[src/rtl/serial_adder.sv]
// serial_adder: bit-serial ripple adder computing a + b + cin over WIDTH
// cycles, one full-adder bit per clock, LSB first.
//
// Ports:
//   clk    - sole clock, rising edge
//   rst_n  - synchronous active-low reset
//   start  - begin an addition (accepted only when idle)
//   a, b   - WIDTH-bit operands, captured on the accepting edge
//   cin    - carry-in, captured on the accepting edge
//   busy   - high while bits are being processed
//   done   - one-cycle pulse, sum/cout valid
//   sum    - registered WIDTH-bit result (partial while busy)
//   cout   - registered carry-out of the addition
module serial_adder #(
   parameter int unsigned WIDTH = 8
) (
   input  logic             clk,
   input  logic             rst_n,
   input  logic             start,
   input  logic [WIDTH-1:0] a,
   input  logic [WIDTH-1:0] b,
   input  logic             cin,
   output logic             busy,
   output logic             done,
   output logic [WIDTH-1:0] sum,
   output logic             cout
);

   localparam int unsigned   CW   = $clog2(WIDTH);
   localparam logic [CW-1:0] LAST = CW'(WIDTH - 1);

   typedef enum logic [1:0] {
      IDLE = 2'd0,
      BUSY = 2'd1,
      DONE = 2'd2
   } state_t;

   state_t           state;
   logic [WIDTH-1:0] a_sr;
   logic [WIDTH-1:0] b_sr;
   logic             carry;
   logic [CW-1:0]    cnt;

   logic             s_bit;
   logic             c_next;

   // Single full-adder cell fed by the operand LSBs and the carry register.
   always_comb begin
      s_bit  = a_sr[0] ^ b_sr[0] ^ carry;
      c_next = (a_sr[0] & b_sr[0]) | (carry & (a_sr[0] ^ b_sr[0]));
   end

   always_ff @(posedge clk) begin
      if (!rst_n) begin
         state <= IDLE;
         busy  <= 1'b0;
         done  <= 1'b0;
         sum   <= '0;
         cout  <= 1'b0;
         a_sr  <= '0;
         b_sr  <= '0;
         carry <= 1'b0;
         cnt   <= '0;
      end else begin
         case (state)
            IDLE: begin
               done <= 1'b0;
               if (start) begin
                  a_sr  <= a;
                  b_sr  <= b;
                  carry <= cin;
                  cnt   <= '0;
                  busy  <= 1'b1;
                  state <= BUSY;
               end
            end
            BUSY: begin
               // Result bits enter at the MSB; after WIDTH shifts the
               // first-computed bit has reached bit 0.
               sum   <= {s_bit, sum[WIDTH-1:1]};
               a_sr  <= a_sr >> 1;
               b_sr  <= b_sr >> 1;
               carry <= c_next;
               cnt   <= cnt + CW'(1);
               if (cnt == LAST) begin
                  cout  <= c_next;
                  busy  <= 1'b0;
                  done  <= 1'b1;
                  state <= DONE;
               end
            end
            DONE: begin
               done  <= 1'b0;
               state <= IDLE;
            end
            default: begin
               busy  <= 1'b0;
               done  <= 1'b0;
               state <= IDLE;
            end
         endcase
      end
   end

endmodule

[config.mk]
export PLATFORM = sky130hd
export DESIGN_NAME = serial_adder
export DESIGN_NICKNAME = d
export VERILOG_FILES = /design/src/rtl/serial_adder.sv
export SDC_FILE = /design/constraint.sdc
export NUM_CORES = 1
export LEC_CHECK = 0
export ABC_AREA = 1
export CAP_MARGIN = 20
export CORE_AREA = 2 2 75 95
export CTS_CLUSTER_DIAMETER = 120
export DETAILED_ROUTE_END_ITERATION = 10
export DIE_AREA = 0 0 77 97
export HOLD_SLACK_MARGIN = 0.06
export PLACE_DENSITY = 0.54
export SLEW_MARGIN = 25
export SYNTH_ARGS = -nofsm -noshare
export SYNTH_HDL_FRONTEND = slang
export SYNTH_SLANG_ARGS = --single-unit
[constraint.sdc]
create_clock -name clk -period 1.4 [get_ports clk]
set_input_delay 0.42 -clock clk [delete_from_list [all_inputs] [get_ports clk]]
set_output_delay 0.42 -clock clk [all_outputs]
set_load 0.01 [all_outputs]
==> run_results.csv, run 1 <==
group,metric,value,unit
outcome,status,"finished, final reports clean",
critical_path,cp.depth,1,
floorplan,design.core.area,6520,sq um
routing,drc,0,
synthesis,avgSynthCellArea,7.03,sq um
routing,vias_per_cell,4.17,
final_layout,multi_input_area,721,sq um
global_routing,gr-usage-all-layers,0.107,
synthesis,yosysSeqAreaShare,0.414,
final_layout,layoutNonFillerInstCount,345,
critical_path,r2r_slack,0.20,ns
critical_path,crit_path_start_kind,"register",
critical_path,cp-startpoint,"sum[7]",
routing,dr_total_vias,1438,
global_routing,grt_pass1_wl,6.55,mm
placed_design,port_buffers,30,
critical_path,reg2reg_from,"cnt[0]",
critical_path,r2r_cells,5,
final_layout,drive_above_1_share,0.0814,
timing,setup_ws,0.0513,ns
final_layout,area_delta_synth_final,29.2,%
pwr,p_per_area,1020,nW/um^2
floorplan,ios,31,
worst_hold_path,hold_class,"reg2reg",
critical_path,r2r-end,"state[0]",
timing,fin_crit,1.35,ns
worst_hold_path,min_from,"cnt[0]",
routing,ant_nets,0,
critical_path,worst-path-max-fanout,3,
synthesis,syn-cell-area,1600,sq um
synthesis,synth_top_area_frac,0.414,
pwr,power,2.10,mW
synthesis,yosys_warnings,0,
clocking,clock_latency,0.28,ns
timing,slew_headroom,0.771,
final_layout,final_nets,280,
timing,drv_slew,0,
final_layout,diodes,0,
critical_path,critical-path-top-delay-family,"flip-flops",
synthesis,netlist_top_cells_area,"dfxtp_1 (41%), nand3_1 (11%), nand2_1 (8.2%)",
worst_hold_path,holdPathStages,1,
placed_design,dpl.hpwl,2.23,mm
global_routing,grtUsageMet3,0.0308,
clocking,cts_root_buf,"clkbuf_8",
critical_path,crit_type,"reg2out",
critical_path,critPathSlowestCell,"dfxtp_1",
floorplan,die_h,97,um
critical_path,required,0.98,ns
placed_design,dpl.cell_count,337,
clocking,cts_buffers,5,
critical_path,cpPeakStageDelay,0.37,ns
routing,drt_iter0_drc,82,
synthesis,syn_inst,227,
timing,fmax,741,MHz
timing,worstMarginPinSlew,0.343,ns
timing,rsz0062_at_grt,"false",
floorplan,die_w,77,um
synthesis,synth_fp_nets,250,
routing,routedWlPerCell,10.1,um
clocking,path_clk_slew,0.06,ns
placed_design,place_ws,-0.230,ns
job,cap_violations,0,
floorplan,initial_core_util,0.245,
timing,finalHoldViolCount,0,
critical_path,worstPathCellList,"dlygate4sd2_1",
final_layout,fill_cells,744,
global_routing,antenna_found_initial,0,
global_routing,met2_usage,0.174,
placed_design,routabilityCongestion,0.713,
global_routing,top_usage_layer,"met2",
clocking,cts_sinks,33,
routing,wirelength,3.50,mm
floorplan,fp.dieArea,7470,sq um
final_layout,register_area,662,sq um
synthesis,synth.distinct_cells,19,
pwr,p_leak,0.984,nW
global_routing,grt_max_degree,36,
worst_hold_path,hold-path-endpoint,"cnt[0]",
timing,fin_crit_sh,0.963,
critical_path,critPathArrivalTime,0.93,ns
global_routing,overflow,0,
clocking,cts_tree,"built",
synthesis,synth_top_area_cell,"dfxtp_1",
synthesis,ys_ff_latch,33,
timing,finClkSkew,0.00403,ns
timing,fin_tns_setup,0,ns
timing,setup_viol,0,
clocking,ctsHoldBuffers,0,
pwr,peakVddDrop,328,uV
clocking,cts_resized,11,
clocking,cts.path.max_buffers,2,
critical_path,worst-path-buf-inv,1,
clocking,cts_setup_buffers,0,
global_routing,grtUsageMet1,0.132,
clocking,cts_max_level,2,
global_routing,grt_pass1_vias,1480,
floorplan,rows,33,
critical_path,cp-end-kind,"output pin",
routing,drt_first_pass_iters,4,
## through the flow
| stage | cell area, sq um | utilization | hold WS (ns) |
|---|---|---|---|
| final | 2060 | 0.316 | 0.464 |
| after global routing | 2060 | 0.316 | 0.503 |
| after CTS | 2040 | 0.313 | 0.466 |
| after detailed placement | 1970 | 0.302 | 0.451 |
| after global placement | 1970 | 0.302 | 0.441 |
| after floorplan | 1600 | - | 0.428 |
## power breakdown
| part | switching [mW] | leakage, nW | internal [mW] |
|---|---|---|---|
| clock network | 0.344 | 0.0450 | 0.344 |
| registers | 0.0293 | 0.273 | 1.01 |
| logic | 0.203 | 0.666 | 0.175 |
| total | 0.576 | 0.984 | 1.53 |
## cells in the mapped netlist
cell type  count
a21oi_1        5
buf_2          4
buf_4          3
buf_6          5
clkbuf_1       1
dfxtp_1       33
fa_1           1
ha_1           2
inv_1         33
inv_2          2
nand2_1       35
nand2_4        2
nand3_1       35
nand3b_1       3
nor2_1        33
nor2_4         1
nor3_1        16
o21ai_0       12
o21ai_1        1
## final cells by class
cell class / count / area share
Clock buffer: 6 / 0.0352
Clock inverter: 2 / 0.00485
Inverter: 35 / 0.0637
Multi-Input combinational cell: 146 / 0.350
Sequential cell: 33 / 0.321
Tap cell: 87 / 0.0528
Timing Repair Buffer: 36 / 0.173
## per-layer routing
metal,vias to the layer above,part of all wire
li1,770,-
met1,637,0.49
met2,26,0.44
met3,5,0.045
met4,0,0.018
met5,-,0
## cell usage in the layout, fill, tap and decap left out, types with 3 or more instances in the layout
cell type and instances:
nand3_1 35, nor2_1 33, nor3_1 14, clkdlybuf4s50_1 19
a21oi_1 5, dlygate4sd2_1 11, nand3b_1 3, clkbuf_8 5
o21ai_0 12, nand2_1 35, inv_1 33, dfxtp_1 32
buf_4 4
## sequential cells by signal, indices dropped and copies added, names as in the netlist
signal / count
cnt: 3
state: 2
b_sr: 8
carry: 1
a_sr: 8
busy: 1
sum: 8
cout: 1
done: 1
## worst max path at each step
stage,slack [ns],end
2_1_floorplan,0.30,carry
3_3_place_gp,-0.24,b_sr[0]
3_5_place_dp,-0.23,carry
4_1_cts,0.03,sum[7]
5_1_grt,0.002,sum[7]
6_report,0.05,sum[7]
## cells by family after synthesis
family,synth area share
DFF,0.414
and+or+nand+nor,0.355
buffers and inverters,0.147
AOI/OAI and AO/OA,0.0564
adders and majority gates,0.0282
Power figures use the tool's default switching activity.
==> run 2, diff against run 1 <==
PLACE_DENSITY = 0.55   (was 0.54)
SLEW_MARGIN = 20   (was 25)
clock period = 1.2 ns   (was 1.4 ns; I/O delays follow)
==> run 2 against run 1 <==
Effect of this change:
- design area up 9.2%
- sequential share of layout area down 2.1 points
- combinational power up 32%
- core utilization up 2.9 points
- largest power group is now the clock network
==> run_results.csv, run 2 (same netlist as run 1, synthesis figures left out) <==
group,metric,value,unit
final_layout,drive_above_1_share,0.234,
final_layout,register_area,674,sq um
floorplan,rows,33,
clocking,cts.path.max_buffers,2,
routing,drt_iter0_drc,24,
timing,rsz0062_at_grt,"false",
timing,setup_viol,0,
placed_design,dpl.hpwl,2.41,mm
clocking,path_clk_slew,0.07,ns
timing,fin_crit_sh,0.938,
routing,routedWlPerCell,10.9,um
critical_path,critPathArrivalTime,0.77,ns
placed_design,routabilityCongestion,0.698,
critical_path,critPathSlowestCell,"dfxtp_2",
critical_path,r2r_cells,5,
global_routing,grt_pass1_vias,1460,
global_routing,grt_pass1_wl,6.70,mm
timing,slew_headroom,0.783,
global_routing,grt_max_degree,28,
final_layout,multi_input_area,767,sq um
worst_hold_path,hold-path-endpoint,"sum[0]",
floorplan,die_h,97,um
routing,ant_nets,0,
critical_path,cpPeakStageDelay,0.35,ns
critical_path,worst-path-buf-inv,1,
pwr,peakVddDrop,548,uV
clocking,clock_latency,0.28,ns
routing,drt_first_pass_iters,4,
critical_path,cp-end-kind,"output pin",
final_layout,layout_common_cells,"nand2_1 (35), nand3_1 (34), nor2_1 (33)",
timing,finClkSkew,0.00519,ns
floorplan,design.core.area,6520,sq um
timing,drv_slew,0,
timing,finalHoldViolCount,0,
final_layout,fill_cells,754,
clocking,cts_sinks,33,
clocking,cts_buffers,5,
placed_design,dpl.cell_count,350,
final_layout,final_nets,295,
critical_path,crit_type,"reg2out",
critical_path,r2r-end,"a_sr[0]",
floorplan,fp.dieArea,7470,sq um
critical_path,reg2reg_from,"state[1]",
clocking,ctsHoldBuffers,0,
placed_design,placed_area,2070,sq um
placed_design,port_buffers,30,
outcome,status,"finished, final reports clean",
critical_path,worst-path-max-fanout,3,
routing,drc,0,
floorplan,initial_core_util,0.245,
critical_path,required,0.84,ns
critical_path,r2r_slack,0.08,ns
final_layout,layoutNonFillerInstCount,360,
critical_path,worstPathCellList,"buf_2",
final_layout,final_common_cell,"nand2_1",
final_layout,reg_top3,"a_sr (8), b_sr (8), sum (8)",
final_layout,diodes,0,
worst_hold_path,holdPathStages,2,
global_routing,overflow,0,
routing,wirelength,3.94,mm
job,cap_violations,0,
pwr,p_per_area,1310,nW/um^2
worst_hold_path,hold_class,"reg2reg",
pwr,power,2.96,mW
clocking,cts_root_buf,"clkbuf_8",
clocking,cts_tree,"built",
clocking,cts_max_level,2,
global_routing,antenna_found_initial,0,
global_routing,gr-usage-all-layers,0.111,
floorplan,die_w,77,um
routing,dr_total_vias,1533,
critical_path,crit_path_start_kind,"register",
final_layout,area_delta_synth_final,41.0,%
worst_hold_path,min_from,"sum[0]",
floorplan,ios,31,
timing,fin_crit,1.13,ns
pwr,p_leak,1.07,nW
routing,vias_per_cell,4.26,
critical_path,critical-path-top-delay-family,"flip-flops",
timing,fmax,889,MHz
timing,worstMarginPinSlew,0.325,ns
final_layout,design_area,2250,sq um
run 2: metrics by stage:
stage / setup TNS, ns / worst slack (ns) / hold slack, ns / util
final: 0 / 0.0745 / 0.471 / 0.345
after global routing: 0 / 0.00167 / 0.496 / 0.345
after CTS: 0 / 0.000954 / 0.472 / 0.339
after detailed placement: -8.53 / -0.381 / 0.457 / 0.317
after global placement: -8.30 / -0.369 / 0.446 / 0.317
after floorplan: 0 / 0.0984 / 0.428 / -
run 2: routing by layer:
metal  wire length [um]  global-route usage
met4                 68              0.0495
met3                168              0.0308
met1               1850               0.136
met2               1850               0.182
met5                  0                   0
run 2: worst max path at each step:
| stage | start | end | slack, ns | depth (start not counted) |
|---|---|---|---|---|
| CTS | busy | busy | 0.001 | 1 |
| global route | state[1] | cout | 0.002 | 4 |
| detailed placement | start | busy | -0.38 | 5 |
| finish | sum[7] | sum[7] | 0.07 | 1 |
| global placement | start | b_sr[0] | -0.37 | 4 |
| floorplan | a_sr[0] | carry | 0.1 | 7 |
run 2: what timing repair did:
| item | in CTS | in global routing |
|---|---|---|
| gates cloned | 1 | 0 |
| resized for setup | 52 | 22 |
| pin swaps | 1 | 3 |
| setup endpoints to repair | 32 | 24 |
| buffers inserted | 0 | 1 |
run 2: cell type report:
cell class | count | share of cell area
Tap cell | 87 | 0.0484
Timing Repair Buffer | 50 | 0.192
Sequential cell | 33 | 0.300
Clock inverter | 3 | 0.0289
Clock buffer | 5 | 0.0306
Inverter | 35 | 0.0595
Multi-Input combinational cell | 147 | 0.341
run 2: worst min-delay path: stages (launching register included):
cell and delay (ns):
dfxtp_2 0.32, nor2_1 0.04, nor2_1 0.08
run 2: power breakdown:
part | internal, mW | leakage (nW) | switching [mW]
clock network | 0.825 | 0.0681 | 0.421
registers | 1.18 | 0.276 | 0.0351
logic | 0.240 | 0.728 | 0.257
==> run 3, diff against run 2 <==
MAX_ROUTING_LAYER = met4   (was not set)
==> run 3 against run 2 <==
Effect of this change:
- sequential share of layout area stayed put
- non-clock buffer count stayed put
- first-iteration DRC count is 96% higher
- core utilization stayed put
- fmax is 0.23% lower
- critical endpoint unchanged
- largest power group unchanged
- die area stayed put
- final cell count stayed put
- clock power hardly changed
- clock-buffer cell count stayed put
- critical path depth stayed put
- via count is 0.59% higher
==> run_results.csv, run 3 (same netlist as run 1, synthesis figures left out) <==
group,metric,value,unit
outcome,status,"finished, final reports clean",
placed_design,routabilityCongestion,0.705,
final_layout,drive_above_1_share,0.234,
critical_path,reg2reg_from,"state[1]",
timing,drv_slew,0,
critical_path,required,0.84,ns
floorplan,die_w,77,um
critical_path,crit_path_start_kind,"register",
worst_hold_path,min_from,"sum[0]",
clocking,cts.path.max_buffers,2,
critical_path,cpPeakStageDelay,0.35,ns
critical_path,r2r_slack,0.08,ns
pwr,p_per_area,1320,nW/um^2
timing,fin_crit_sh,0.940,
routing,drc,0,
final_layout,final_nets,295,
critical_path,cp-startpoint,"sum[7]",
clocking,cts_max_level,2,
floorplan,rows,33,
critical_path,worst-path-buf-inv,1,
pwr,peakVddDrop,546,uV
placed_design,port_buffers,30,
routing,ant_nets,0,
job,cap_violations,0,
routing,wirelength,3.91,mm
pwr,power,2.96,mW
critical_path,crit_type,"reg2out",
pwr,p_leak,1.07,nW
critical_path,critical-path-top-delay-family,"flip-flops",
global_routing,overflow,0,
timing,worstMarginPinSlew,0.325,ns
floorplan,initial_core_util,0.245,
placed_design,dpl.hpwl,2.41,mm
clocking,cts_tree,"built",
routing,drt_iter0_drc,47,
clocking,path_clk_slew,0.07,ns
critical_path,r2r_cells,5,
timing,fin_crit,1.13,ns
final_layout,layout_common_cells,"nand2_1 (35), nand3_1 (34), nor2_1 (33)",
placed_design,place_ws,-0.381,ns
critical_path,r2r-end,"a_sr[0]",
global_routing,grt_pass1_wl,6.71,mm
final_layout,fin_util,0.345,
floorplan,die_h,97,um
final_layout,reg_top3,"a_sr (8), b_sr (8), sum (8)",
routing,routedWlPerCell,10.9,um
timing,fmax,886,MHz
final_layout,area_delta_synth_final,41.0,%
worst_hold_path,hold_class,"reg2reg",
routing,vias_per_cell,4.28,
critical_path,cp.depth,1,
timing,finalHoldViolCount,0,
floorplan,fp.dieArea,7470,sq um
critical_path,worst-path-max-fanout,3,
critical_path,critPathArrivalTime,0.77,ns
timing,fin_tns_setup,0,ns
clocking,clock_latency,0.29,ns
global_routing,gr-usage-all-layers,0.115,
floorplan,design.core.area,6520,sq um
routing,dr_total_vias,1542,
final_layout,diodes,0,
timing,finClkSkew,0.00378,ns
critical_path,critPathSlowestCell,"dfxtp_2",
global_routing,grt_pass1_vias,1459,
timing,rsz0062_at_grt,"false",
final_layout,final_common_cell,"nand2_1",
clocking,ctsHoldBuffers,0,
clocking,cts_root_buf,"clkbuf_8",
routing,drt_first_pass_iters,4,
timing,setup_ws,0.0720,ns
critical_path,cp-end-kind,"output pin",
global_routing,grt_max_degree,28,
timing,whs,0.472,ns
critical_path,endpoint,"sum[7]",
timing,slew_headroom,0.783,
timing,setup_viol,0,
floorplan,ios,31,
clocking,cts_buffers,5,
critical_path,worstPathCellList,"buf_2",
global_routing,antenna_found_initial,0,
clocking,cts_sinks,33,
[run 3: layer usage]
layer / track usage / vias up / part of all wire / wire length [um]
met3: 0.0308 / 5 / 0.046 / 180
met2: 0.182 / 36 / 0.47 / 1840
li1: - / 802 / - / -
met4: 0.0495 / 0 / 0.020 / 78
met1: 0.136 / 699 / 0.46 / 1810
met5: - / - / 0 / 0
[run 3: report_power, final]
part           internal, mW  leakage, nW  total [mW]  switching, mW
clock network         0.825       0.0681        1.25          0.427
registers              1.18        0.276        1.22         0.0353
logic                 0.240        0.728       0.495          0.255
[run 3: worst min-delay path by stage]
stage | slack (ns) | endpoint | cells after the start
3_5_place_dp | 0.46 | cnt[0] | 1
6_report | 0.47 | sum[0] | 2
2_1_floorplan | 0.43 | cnt[0] | 1
5_1_grt | 0.50 | sum[0] | 2
4_1_cts | 0.47 | cnt[0] | 1
3_3_place_gp | 0.45 | cnt[0] | 1
[run 3: layout make-up]
cell class                 instances  area (sq um)
fill                             754          4270
multi-input combinational        147           767
sequential                        33           674
timing repair buffer              50           433
inverter                          35           134
tap                               87           109
clock buffer                       5          68.8
clock inverter                     3          65.1
[run 3: repair_timing]
item | in CTS | in global routing
endpoints found under the hold margin | 0 | 0
cloned | 1 | 0
buffers inserted | 0 | 1
resized for setup | 52 | 22
pin swaps | 1 | 3
endpoints found under the setup margin | 32 | 24
[run 3: metrics by stage]
| stage | area, sq um | cells |
|---|---|---|
| floorplan | 1600 | 227 |
| global placement | 2070 | 350 |
| detailed placement | 2070 | 350 |
| CTS | 2210 | 359 |
| global route | 2250 | 360 |
| finish | 2250 | 360 |
